## config.mk

```make
export PLATFORM = sky130hd
export DESIGN_NAME = ov5640_dvp_capture
export DESIGN_NICKNAME = d
export VERILOG_FILES = /design/src/rtl/ov5640_cap_pkg.sv /design/src/rtl/dvp_byte_pack.sv /design/src/rtl/ov5640_dvp_capture.sv
export SDC_FILE = /design/constraint.sdc
export NUM_CORES = 1
export LEC_CHECK = 0
export BUFFER_PORTS_ARGS = -buffer_cell sky130_fd_sc_hd__buf_2
export CORE_MARGIN = 5
export CORE_UTILIZATION = 50
export DETAILED_ROUTE_END_ITERATION = 10
export PLACE_DENSITY = 0.7
export SYNTH_ARGS = -nofsm -noshare
export SYNTH_HDL_FRONTEND = slang
export SYNTH_SLANG_ARGS = --single-unit
```

## constraint.sdc

```tcl
create_clock -name clk_pclk -period 2.02 [get_ports clk_pclk]
set_input_delay 0.101 -clock clk_pclk [delete_from_list [all_inputs] [get_ports clk_pclk]]
set_output_delay 0.101 -clock clk_pclk [all_outputs]
set_load 0.03 [all_outputs]
```

## src/rtl/ov5640_cap_pkg.sv

```systemverilog
// Shared types and constants for the OV5640 DVP capture path.
package ov5640_cap_pkg;

  typedef enum logic [1:0] {StIdle, StSkip, StWaitFs, StActive} cap_state_e;

  // RGB565 field positions
  localparam int unsigned RMsb = 15;
  localparam int unsigned RLsb = 11;
  localparam int unsigned GMsb = 10;
  localparam int unsigned GLsb = 5;
  localparam int unsigned BMsb = 4;
  localparam int unsigned BLsb = 0;

  localparam int unsigned HActDefault = 1280;
  localparam int unsigned VActDefault = 720;

  // Coordinate pattern: R = x[4:0], G = y[5:0], B = x[9:5].
  function automatic logic [15:0] test_pattern(input logic [9:0] x, input logic [5:0] y);
    logic [15:0] p;
    p[RMsb:RLsb] = x[4:0];
    p[GMsb:GLsb] = y;
    p[BMsb:BLsb] = x[9:5];
    return p;
  endfunction

endpackage

```

## src/rtl/dvp_byte_pack.sv

```systemverilog
// Pairs DVP bytes into 16-bit words; the first byte of each pair becomes the high byte.
module dvp_byte_pack (
  input  logic        clk_pclk,
  input  logic        camera_rstn,
  input  logic        clear,
  input  logic        byte_en,
  input  logic        line_end,
  input  logic [7:0]  byte_data,
  output logic [15:0] word,
  output logic        word_stb,
  output logic        odd_err
);

  logic       phase_q;
  logic [7:0] hi_q;

  always_ff @(posedge clk_pclk or negedge camera_rstn) begin
    if (!camera_rstn) begin
      phase_q <= 1'b0;
      hi_q    <= '0;
    end else if (clear || line_end) begin
      phase_q <= 1'b0;
    end else if (byte_en) begin
      phase_q <= ~phase_q;
      if (!phase_q) hi_q <= byte_data;
    end
  end

  assign word     = {hi_q, byte_data};
  assign word_stb = byte_en & phase_q;
  // A line ending on a held high byte had an odd byte count.
  assign odd_err  = line_end & phase_q;

endmodule

```

## src/rtl/ov5640_dvp_capture.sv

```systemverilog
// OV5640 DVP capture: syncs config-done, skips settling frames, packs bytes into RGB565 pixels.
// Optional DVP_TEST_PATTERN_EN adds input test_pat_en and a coordinate test-pattern source.
module ov5640_dvp_capture
  import ov5640_cap_pkg::*;
#(
  parameter int unsigned FRAME_SKIP = 10,
  parameter int unsigned H_ACT      = HActDefault,
  parameter int unsigned V_ACT      = VActDefault
) (
  input  logic        clk_pclk,
  input  logic        camera_rstn,
  input  logic        reg_conf_done,
  input  logic        cam_vsync,
  input  logic        cam_href,
  input  logic [7:0]  cam_data,
`ifdef DVP_TEST_PATTERN_EN
  input  logic        test_pat_en,
`endif
  output logic [15:0] pix_data,
  output logic        pix_valid,
  output logic        pix_sof,
  output logic        pix_eol,
  output logic [7:0]  frame_cnt,
  output logic        line_err
);

  localparam int unsigned SkipW = $clog2(FRAME_SKIP + 2);
  localparam int unsigned XW    = $clog2(H_ACT + 1);
  localparam int unsigned YW    = $clog2(V_ACT + 1);

  logic             conf_meta_q, conf_sync_q;
  logic             vsync_q, vsync_qq, href_q, href_qq;
  logic [7:0]       data_q;
  cap_state_e       state_q;
  logic [SkipW-1:0] skip_cnt_q;
  logic [XW-1:0]    x_q;
  logic [YW-1:0]    y_q;

  logic        fs, href_fall, active, byte_en, pack_clear, line_end;
  logic        word_stb, odd_err;
  logic [15:0] word, pixel;

  always_ff @(posedge clk_pclk or negedge camera_rstn) begin
    if (!camera_rstn) begin
      conf_meta_q <= 1'b0;
      conf_sync_q <= 1'b0;
      vsync_q     <= 1'b0;
      vsync_qq    <= 1'b0;
      href_q      <= 1'b0;
      href_qq     <= 1'b0;
      data_q      <= '0;
    end else begin
      conf_meta_q <= reg_conf_done;
      conf_sync_q <= conf_meta_q;
      vsync_q     <= cam_vsync;
      vsync_qq    <= vsync_q;
      href_q      <= cam_href;
      href_qq     <= href_q;
      data_q      <= cam_data;
    end
  end

  assign fs         = vsync_q & ~vsync_qq;
  assign href_fall  = ~href_q & href_qq;
  assign active     = (state_q == StActive) & conf_sync_q;
  assign byte_en    = active & href_q & ~fs;
  assign pack_clear = ~active | fs;
  assign line_end   = active & href_fall & ~fs;

  dvp_byte_pack u_pack (
    .clk_pclk    (clk_pclk),
    .camera_rstn (camera_rstn),
    .clear       (pack_clear),
    .byte_en     (byte_en),
    .line_end    (line_end),
    .byte_data   (data_q),
    .word        (word),
    .word_stb    (word_stb),
    .odd_err     (odd_err)
  );

`ifdef DVP_TEST_PATTERN_EN
  assign pixel = test_pat_en ? test_pattern(10'(x_q), 6'(y_q)) : word;
`else
  assign pixel = word;
`endif

  always_ff @(posedge clk_pclk or negedge camera_rstn) begin
    if (!camera_rstn) begin
      state_q    <= StIdle;
      skip_cnt_q <= '0;
      x_q        <= '0;
      y_q        <= '0;
      frame_cnt  <= '0;
      line_err   <= 1'b0;
      pix_data   <= '0;
      pix_valid  <= 1'b0;
      pix_sof    <= 1'b0;
      pix_eol    <= 1'b0;
    end else begin
      pix_valid <= 1'b0;
      pix_sof   <= 1'b0;
      pix_eol   <= 1'b0;
      // Losing configuration wins over everything, including a coincident frame start.
      if (!conf_sync_q) begin
        state_q <= StIdle;
        x_q     <= '0;
      end else begin
        unique case (state_q)
          StIdle: begin
            state_q    <= StSkip;
            skip_cnt_q <= '0;
          end
          StSkip: begin
            if (skip_cnt_q == SkipW'(FRAME_SKIP)) state_q <= StWaitFs;
            else if (fs) skip_cnt_q <= skip_cnt_q + 1'b1;
          end
          StWaitFs: begin
            if (fs) begin
              state_q   <= StActive;
              frame_cnt <= frame_cnt + 8'd1;
              x_q       <= '0;
              y_q       <= '0;
            end
          end
          StActive: begin
            if (fs) begin
              frame_cnt <= frame_cnt + 8'd1;
              x_q       <= '0;
              y_q       <= '0;
              if (href_q) line_err <= 1'b1;
            end else if (line_end) begin
              if (odd_err) line_err <= 1'b1;
              x_q <= '0;
              if (x_q != '0 && y_q < YW'(V_ACT)) y_q <= y_q + 1'b1;
            end else if (word_stb) begin
              if (x_q >= XW'(H_ACT)) begin
                line_err <= 1'b1;
              end else if (y_q < YW'(V_ACT)) begin
                pix_valid <= 1'b1;
                pix_data  <= pixel;
                pix_sof   <= (x_q == '0) && (y_q == '0);
                pix_eol   <= (x_q == XW'(H_ACT - 1));
                x_q       <= x_q + 1'b1;
              end
            end
          end
          default: state_q <= StIdle;
        endcase
      end
    end
  end

endmodule

```

Word-level counts from Yosys, hierarchy flattened:

Cells that the tools add are included.

* register bits after elaboration: 78
* bits in latches: 0
* bits in writable memories: 0
* bits in read-only memories: 0
* output and inout bits: 28
* word-level logic and storage cells: 132
* memories kept: 0

* $add $sub $neg: 4
* multipliers: 0
* divide/modulo/power cells: 0
* order comparisons: 2
* equal/unequal tests: 19
* shift-type cells: 0
* multiplexer cells: 49
* bitwise gates (word level): 18
* reductions and logical operators: 21

Operators with widths (number)
* 2-to-1 mux 11 bit: 7
* 2-to-1 mux 10 bit: 4
* 2-to-1 mux 1 bit: 29
* one-hot mux 11 bit (2 select lines): 1
* one-hot mux 10 bit (2 select lines): 1
* adder 11 x 1 -> 11 bit, second input constant: 1
* equality test 11 bit, second input constant: 1
* >= comparator 11 bit, second input constant: 1
* zero test 11 bit: 1
* nonzero test 11 bit: 1
* adder 10 x 1 -> 10 bit, second input constant: 1
* zero test 10 bit: 1
* < comparator 10 bit, second input constant: 1
* != test 5 x 3 -> 1 bit, second input constant: 2
* AND reduction 5 bit: 2
* bitwise AND 1 bit: 9
* != test 3 bit, second input constant: 3
* AND reduction 3 bit: 3
* adder 8 x 1 -> 8 bit, second input constant: 1
* 2-to-1 mux 4 bit: 2
* != test 2 bit, second input constant: 4
* NOT 1 bit: 8
* one-hot mux 4 bit (2 select lines): 1
* AND reduction 7 bit: 1
* other kinds (19): 27

Longest topological paths before layout:

Gate-level depths: netlist (run 1).

* depth in word-level cells: 10
* mapped depth: 9

Cells and area by module:

From an unflattened synthesis (run 1), not the netlist that was laid out.

* cell total of the unflattened synthesis: 319
* area, all modules: 3696.0 um2

By module, submodules not included
* ov5640_dvp_capture: times used 1, cells each 289, area an instance 3268.1 um2, sequential area each 1726.7 um2
* dvp_byte_pack: times used 1, cells each 30, area an instance 427.9 um2, sequential area each 225.2 um2

Worst setup path after synthesis (run 1):

No wires, ideal clock.

* kind: flip-flop to flip-flop
* start: register state_q[0]
* end: register u_pack.hi_q[0]
* data arrival time: 1668 ps
* path slack: 228 ps
* stages on the path, launching flop included: 6
* buffers on the path: 0
* path through: dfrtp_1 -> ha_1 -> nand2_1 -> or3_1 -> nor2_4 -> mux2_2

* longest elaborated chain between the ends: 7

Ends and longest elaborated chain
* start: declaration: line ov5640_dvp_capture.sv:34 `cap_state_e state_q;`
* start signal: assignment: line ov5640_dvp_capture.sv:90 `state_q <= StIdle;`
* start signal: assignment: line ov5640_dvp_capture.sv:106 `state_q <= StIdle;`
* start signal: assignment: line ov5640_dvp_capture.sv:111 `state_q <= StSkip;`
* equality test 2 bit *: line ov5640_dvp_capture.sv:65 `assign active = (state_q == StActive) & conf_sync_q;`
* bitwise AND 1 bit *: line ov5640_dvp_capture.sv:65
* bitwise AND 1 bit / NOT 1 bit (equally long branches): line ov5640_dvp_capture.sv:68, ov5640_dvp_capture.sv:67
* bitwise AND 1 bit / OR 1 bit (equally long branches): line ov5640_dvp_capture.sv:68, ov5640_dvp_capture.sv:67
* logical OR 1 bit: line dvp_byte_pack.sv:21 `end else if (clear || line_end) begin`
* NOT 1 bit (no source line)
* AND reduction 3 bit (no source line) *
* end signal: assignment: line dvp_byte_pack.sv:25 `if (!phase_q) hi_q <= byte_data;`
* end: declaration: line dvp_byte_pack.sv:15 `logic [7:0] hi_q;`

Mark *: on every way between the ends. The rest lies on a longest branch, timed or not.
A chain may end at the register's enable or synchronous reset.

Worst setup path in the final report (run 1):

* start: register state_q[0]
* end: register u_pack.hi_q[6]

Same word-level chain as after synthesis.

==> results of run 1 <==
## report_power, final
group / total [mW] / leakage [nW] / internal, mW / switching (mW)
clock network: 1.08 / 0.0889 / 0.486 / 0.599
logic: 0.572 / 0.945 / 0.249 / 0.322
registers: 1.81 / 1.05 / 1.70 / 0.111
## per-stage QoR
step,setup TNS (ns),hold slack [ns]
2_1_floorplan,0,-0.195
3_3_place_gp,0,0.0768
3_5_place_dp,0,0.0782
4_1_cts,0,0.243
5_1_grt,-0.000650,0.280
6_report,0,0.242
## synth_stat cells, types with 2 or more instances
cell        n  area share
xnor2_1     7       0.017
o2bb2ai_1   3      0.0075
clkbuf_1    2      0.0021
nor3_1      4      0.0057
nand2_1    68       0.073
nor2_1     18       0.019
or2_2       2      0.0036
and3_1      5      0.0089
o21ai_0    15       0.021
buf_2       4      0.0057
a21oi_1     7       0.010
a31oi_1     3      0.0053
dfrtp_1    78        0.56
a32oi_1     4       0.010
o31ai_1     8       0.017
buf_4       2      0.0043
inv_2       2      0.0021
nand3_1    15       0.021
nand4_1    12       0.021
nor2b_1     4      0.0071
inv_1      14       0.015
ha_1       11       0.039
mux2i_1     6       0.017
nand2b_1    2      0.0036
o211ai_1    9       0.019
or3_1       3      0.0053
nor4_1      3      0.0053
nor4b_1     2      0.0050
mux2_2      8       0.026
## sequential cells by signal, summed over array words and instances, names as in the netlist, 2 cells and up
name         cells
frame_cnt        8
pix_data        16
u_pack.hi_q      8
state_q          2
data_q           8
skip_cnt_q       4
x_q             11
y_q             10
## worst max-delay path, stage by stage, from the launching register on
cell     delay, ns
dfrtp_1       0.40
ha_1          0.18
nand2_1       0.16
or3_1         0.43
nor2_4        0.25
mux2_2        0.37
## logic make-up after synthesis
group,share of synthesized area
and+or+nand+nor,0.206
DFF,0.556
xor gates and xnor gates,0.0200
buffers and inverters,0.0292
AOI/OAI and AO/OA,0.107
adders and majority gates,0.0392
muxes,0.0428
## per-layer routing
layer / vias up / global-route usage
li1: 1334 / -
met4: 0 / 0.0517
met2: 75 / 0.275
met3: 11 / 0.0617
met1: 1333 / 0.231
met5: - / 0
## final cells by class
cell class / instances / area (sq um)
clock inverter: 6 / 46.3
tap: 96 / 120
clock buffer: 10 / 138
sequential: 78 / 1950
timing repair buffer: 70 / 470
fill: 585 / 2590
inverter: 16 / 60.1
multi-input combinational: 236 / 1460
## what timing repair did
action,in CTS,in global routing
setup buffers,0,0
endpoints found under the setup margin,0,10
hold buffers,12,0
hold endpoints to repair,42,0
gates resized for setup,0,1
## final timing paths
kind / endpoint / slack, ns / cells after the start
max in group asynchronous: pix_eol$_DFF_PN0_ / 1.19 / 3
min reg2reg: conf_sync_q$_DFF_PN0_ / 0.36 / 0
max: u_pack.hi_q[6]$_DFFE_PN0P_ / 0.12 / 5
min: y_q[8]$_DFFE_PN0P_ / 0.24 / 2
max reg2reg: u_pack.hi_q[6]$_DFFE_PN0P_ / 0.12 / 5
min in group clk_pclk: conf_sync_q$_DFF_PN0_ / 0.36 / 0
==> results.md, run 1 <==
* PnR worst setup slack at 0.119 ns
* Num CTS Buffers at 9
* Pre-antenna DRT Iters at 5
* Post-route DRC at 0
* Antenna viol nets, final at 0
* Cell Pwr Density at about 820 nW/um^2
* Via-to-Cell Ratio at 5.38
* Register bit total from synthesis at 78
* CTS Sinks at 78
* Critical path required time at 2.26 ns
* Slew headroom at 0.672
* Critical R2R Launch: state_q[0]$_DFFE_PN0P_
* Vias at 2,753
* Post-layout util at 0.621
* Total power at between 3 and 4 mW
* Most frequent cells in the layout: dfrtp_1, nand2_1, buf_2
* Clock transition at the registers of the reported paths at roughly 0.08 ns
* Leak pwr at 2.08 nW
* Port bufs at 40
* Commonest non-fill, non-tap cell in the layout: dfrtp_1
* All-Layer GR Usage at 0.176
* I/O Pins at 41
* Final setup vio count at 0
* Share of cells above drive strength 1 at 0.226
* Core area at 6830 sq um
* Max Slew Vio Count at 0
* Placed Instances at approximately 480
* DR iter-0 viols at 154
* VDD IR max at roughly 640 uV
* Placed Instance Area at 3940 sq um
* CTS tree: done
* Nets at 435
* Initial antenna violation count at 0
* Mean Syn Cell Area at roughly 10 sq um
* Max-cap violations at 0
* Grt total ovfl at 0
* DIE WIDTH at between 90 and 100 um
* WS Path Type: reg -> reg
* Critical path arrival at 2.14 ns
* Gate Count Post-Synth at 338
* Max frequency at 526 MHz
* GPL Wtd Cong at approximately 0.87
* H-Tree Level Count at 3
* Yosys warns at 0
* Mean routed wirelength per cell at 14.0 um
* Final min period at 1.90 ns
* Final Cycle Share at 0.941
* CP max FO at 8
* Area Overhead vs Synth at 20.9%
* Die Area at 8790 sq um
* Pin count of the biggest net entering global routing at 34
* Die H at 93.8 um
* RSZ-0062 raised after global routing: true
* Prevailing post-synth register cell: dfrtp_1
* Vias in the first global route at 2,680
* Fin area at 4240 sq um
* Crit path launch type: register
* CP endpoint kind: register
* DP HPWL at 5010 um
* # rows at 30
* Clock Path Buffers at 2
* Synth Net Count at roughly 360
* Clock Latency Late Sink at 0.35 ns
* Ant. Diodes at 0
* Met3 Wirelength at between 400 and 500 um
* Asr flop ratio synth at 1.00
* Hold Path Class: in -> async
* Critical Path Start: state_q[0]$_DFFE_PN0P_
* Layout Cells excl Fill at just over 500
* Dpl ws at approximately 0.12 ns
* Starting Density at 0.514
* First-pass GRT wire length at 12,400 um
* Sequential area share after synthesis at 0.556
* Status: finished, final reports clean
* Clk_skew at around 0.012 ns
* Synth unique cells at 46
* Post-synth EDFFs at 0
* Met2 WL at about 3400 um
* Final Hold Fails at 0
* Root Buffer Master: clkbuf_8
* Met1 WL at 3280 um
* Total Wirelength at 7190 um
* Post-Syn Area at 3510 sq um
* Least-Margin Pin Slew at around 0.49 ns
* Top sig layer: met4
No activity file was read; power rests on OpenSTA's default activity.
==> run 2, diff against run 1 <==
clock period = 2.4 ns   (was 2.02 ns; I/O delays follow)
==> run 2 against run 1 <==
Compared with the run above: non-clock buffer count shrank 13; clock power shrank 14%; global-route usage shrank 0.077 points; cell count shrank 2.5%; critical path type unchanged; cell area shrank 2.6%; critical endpoint is now x_q[9]$_DFFE_PN0P_; clock skew shrank 0.0046 ns.
==> results.md, run 2 (synthesized netlist as in run 1, its figures left out) <==
* Max-cap violations at 0 (unchanged)
* CP max FO at 22 (+14)
* Dpl ws at 0.368 ns (+0.249 ns)
* # rows at 30 (unchanged)
* Final setup vio count at 0 (unchanged)
* DR iter-0 viols at 143 (-7.1%)
* Pin count of the biggest net entering global routing at 79 (+130%)
* Die H at 93.8 um (unchanged)
* Root Buffer Master: clkbuf_8
* Max frequency at 486 MHz (-7.7%)
* DIE WIDTH at 93.8 um (unchanged)
* Clk_skew at 0.00783 ns (-0.00455 ns)
* Most frequent cells in the layout: dfrtp_1, nand2_1, buf_2
* TNS Setup at 0 ns (unchanged)
* Postcts setup bufs at 0 (unchanged)
* Post-layout util at 0.605 (-0.0163)
* Layout Cells excl Fill at 499 (-2.5%)
* Critical R2R Launch: state_q[0]$_DFFE_PN0P_
* GPL Wtd Cong at 0.828 (-5.1%)
* Final Cycle Share at 0.858 (-0.0831)
* WS Path Type: reg -> reg
* HP Start: conf_meta_q$_DFF_PN0_
* Critical Path Start: state_q[0]$_DFFE_PN0P_
* Sw frac at 0.306 (+0.00825)
* Total Wirelength at 7070 um (-1.7%)
* Reg with most FFs: pix_data
* Clock Latency Late Sink at 0.36 ns (about the same)
* Port bufs at 40 (unchanged)
* Grt total ovfl at 0 (unchanged)
* CTS tree: done
* Commonest non-fill, non-tap cell in the layout: dfrtp_1
* VDD IR max at 445 uV (-31%)
* Reg2Reg Setup Slack at 0.34 ns (+0.22 ns)
* Area occupied by multi-input gates at 1460 sq um (-0.17%)
* Core area at 6830 sq um (unchanged)
* CP endpoint kind: register
* Clock Path Buffers at 2 (unchanged)
* Critical path arrival at 2.30 ns (+0.16 ns)
* Area Overhead vs Synth at 17.8%
* Via-to-Cell Ratio at 5.36 (-0.23%)
* All-Layer GR Usage at 0.175 (-0.000774)
* I/O Pins at 41 (unchanged)
* Switch Pwr at 0.892 mW (-14%)
* Final Hold Fails at 0 (unchanged)
* Critical path required time at 2.64 ns (+0.38 ns)
* Part of the power in the clock network at 0.320 (+0.007)
* First-pass GRT wire length at 12,200 um (-1.2%)
* Mean routed wirelength per cell at 14.2 um (+0.82%)
* Clock transition at the registers of the reported paths at 0.09 ns (about the same)
* Ant. Diodes at 0 (unchanged)
* Total power at 2.91 mW (-16%)
* Die Area at 8790 sq um (unchanged)
* Max Slew Vio Count at 0 (unchanged)
* Fillers at 591 (+1.0%)
* Share of cells above drive strength 1 at 0.199 (-0.0275)
* Post-route DRC at 0 (unchanged)
* Nets at 422 (-3.0%)
* RSZ-0062 raised after global routing: false
* Flop pwr share at 0.522 (about the same)
* Starting Density at 0.514 (unchanged)
* CTS Sinks at 78 (unchanged)
* Initial antenna violation count at 0 (unchanged)
* Placed Instances at 471 (-2.7%)
* Least-Margin Pin Slew at 0.954 ns (+0.464 ns)
* Hold Path Class: reg -> reg
* Crit path launch type: register
* Status: finished, final reports clean
* Flip-flop count of the largest register after layout at 16 (unchanged)
* Placed Instance Area at 3830 sq um (-2.8%)
* P_int at 2.02 mW (-17%)
* Cell Pwr Density at 704 nW/um^2 (-14%)
* Pre-antenna DRT Iters at 4 (-1)
* Slew headroom at 0.364 (-0.308)
* Leak pwr at 2.02 nW (-3.1%)
* Reg area at 1950 sq um (unchanged)
* Vias at 2,677 (-2.8%)
* Num CTS Buffers at 9 (unchanged)
* Antenna viol nets, final at 0 (unchanged)
* PnR worst setup slack at 0.341 ns (+0.222 ns)
* Fin area at 4130 sq um (-2.6%)
* Worst hold slack at 0.361 ns (+0.120 ns)
* H-Tree Level Count at 3 (unchanged)
* Comb power frac at 0.158 (-0.007)
* Vias in the first global route at 2,602 (-2.9%)
* DP HPWL at 4830 um (-3.6%)
* Final min period at 2.06 ns (+0.158 ns)
* Largest registers: pix_data x16, x_q x11, y_q x10
## run 2: worst max-delay path: stages (launching register included)
cell     delay (ns)
dfrtp_1        0.41
ha_1           0.27
nand2_1        0.21
nor4_4         0.27
nand3_2        0.14
buf_4          0.24
nor4_1         0.27
o21ai_0        0.12
## run 2: final cells by class
cell class	instances	share of cell area
Multi-Input combinational cell	236	0.352
Inverter	16	0.0145
Sequential cell	78	0.472
Timing Repair Buffer	57	0.0872
Clock inverter	7	0.0148
Clock buffer	9	0.0300
Tap cell	96	0.0291
## run 2: layer usage
layer / global-route usage / vias to the layer above / part of all wire
met1: 0.228 / 1304 / 0.46
met5: 0 / - / 0
met3: 0.0625 / 9 / 0.053
met2: 0.271 / 53 / 0.47
li1: - / 1311 / -
met4: 0.0602 / 0 / 0.011
## run 2: power by group through the flow
stage	Clock (mW)	Sequential [mW]	Combinational, mW
6_report	0.930	1.52	0.460
5_1_grt	1.02	1.54	0.528
4_1_cts	0.962	1.52	0.466
3_5_place_dp	0	1.54	0.448
3_3_place_gp	0	1.54	0.432
2_1_floorplan	0	1.56	0.284
## run 2: timing repair
| action | 4_1_cts | 5_1_grt |
|---|---|---|
| hold buffers | 12 | 0 |
| gates resized for setup | 0 | 0 |
| endpoints found under the hold margin | 89 | 0 |
## run 2: path summary, 6_finish.rpt
| check | endpoint | cells past startpoint |
|---|---|---|
| max | x_q[9]$_DFFE_PN0P_ | 7 |
| min | conf_sync_q$_DFF_PN0_ | 0 |
| max reg2reg | x_q[9]$_DFFE_PN0P_ | 7 |
| min reg2reg | conf_sync_q$_DFF_PN0_ | 0 |
| max in group asynchronous | x_q[7]$_DFFE_PN0P_ | 2 |
| min in group asynchronous | y_q[6]$_DFFE_PN0P_ | 2 |
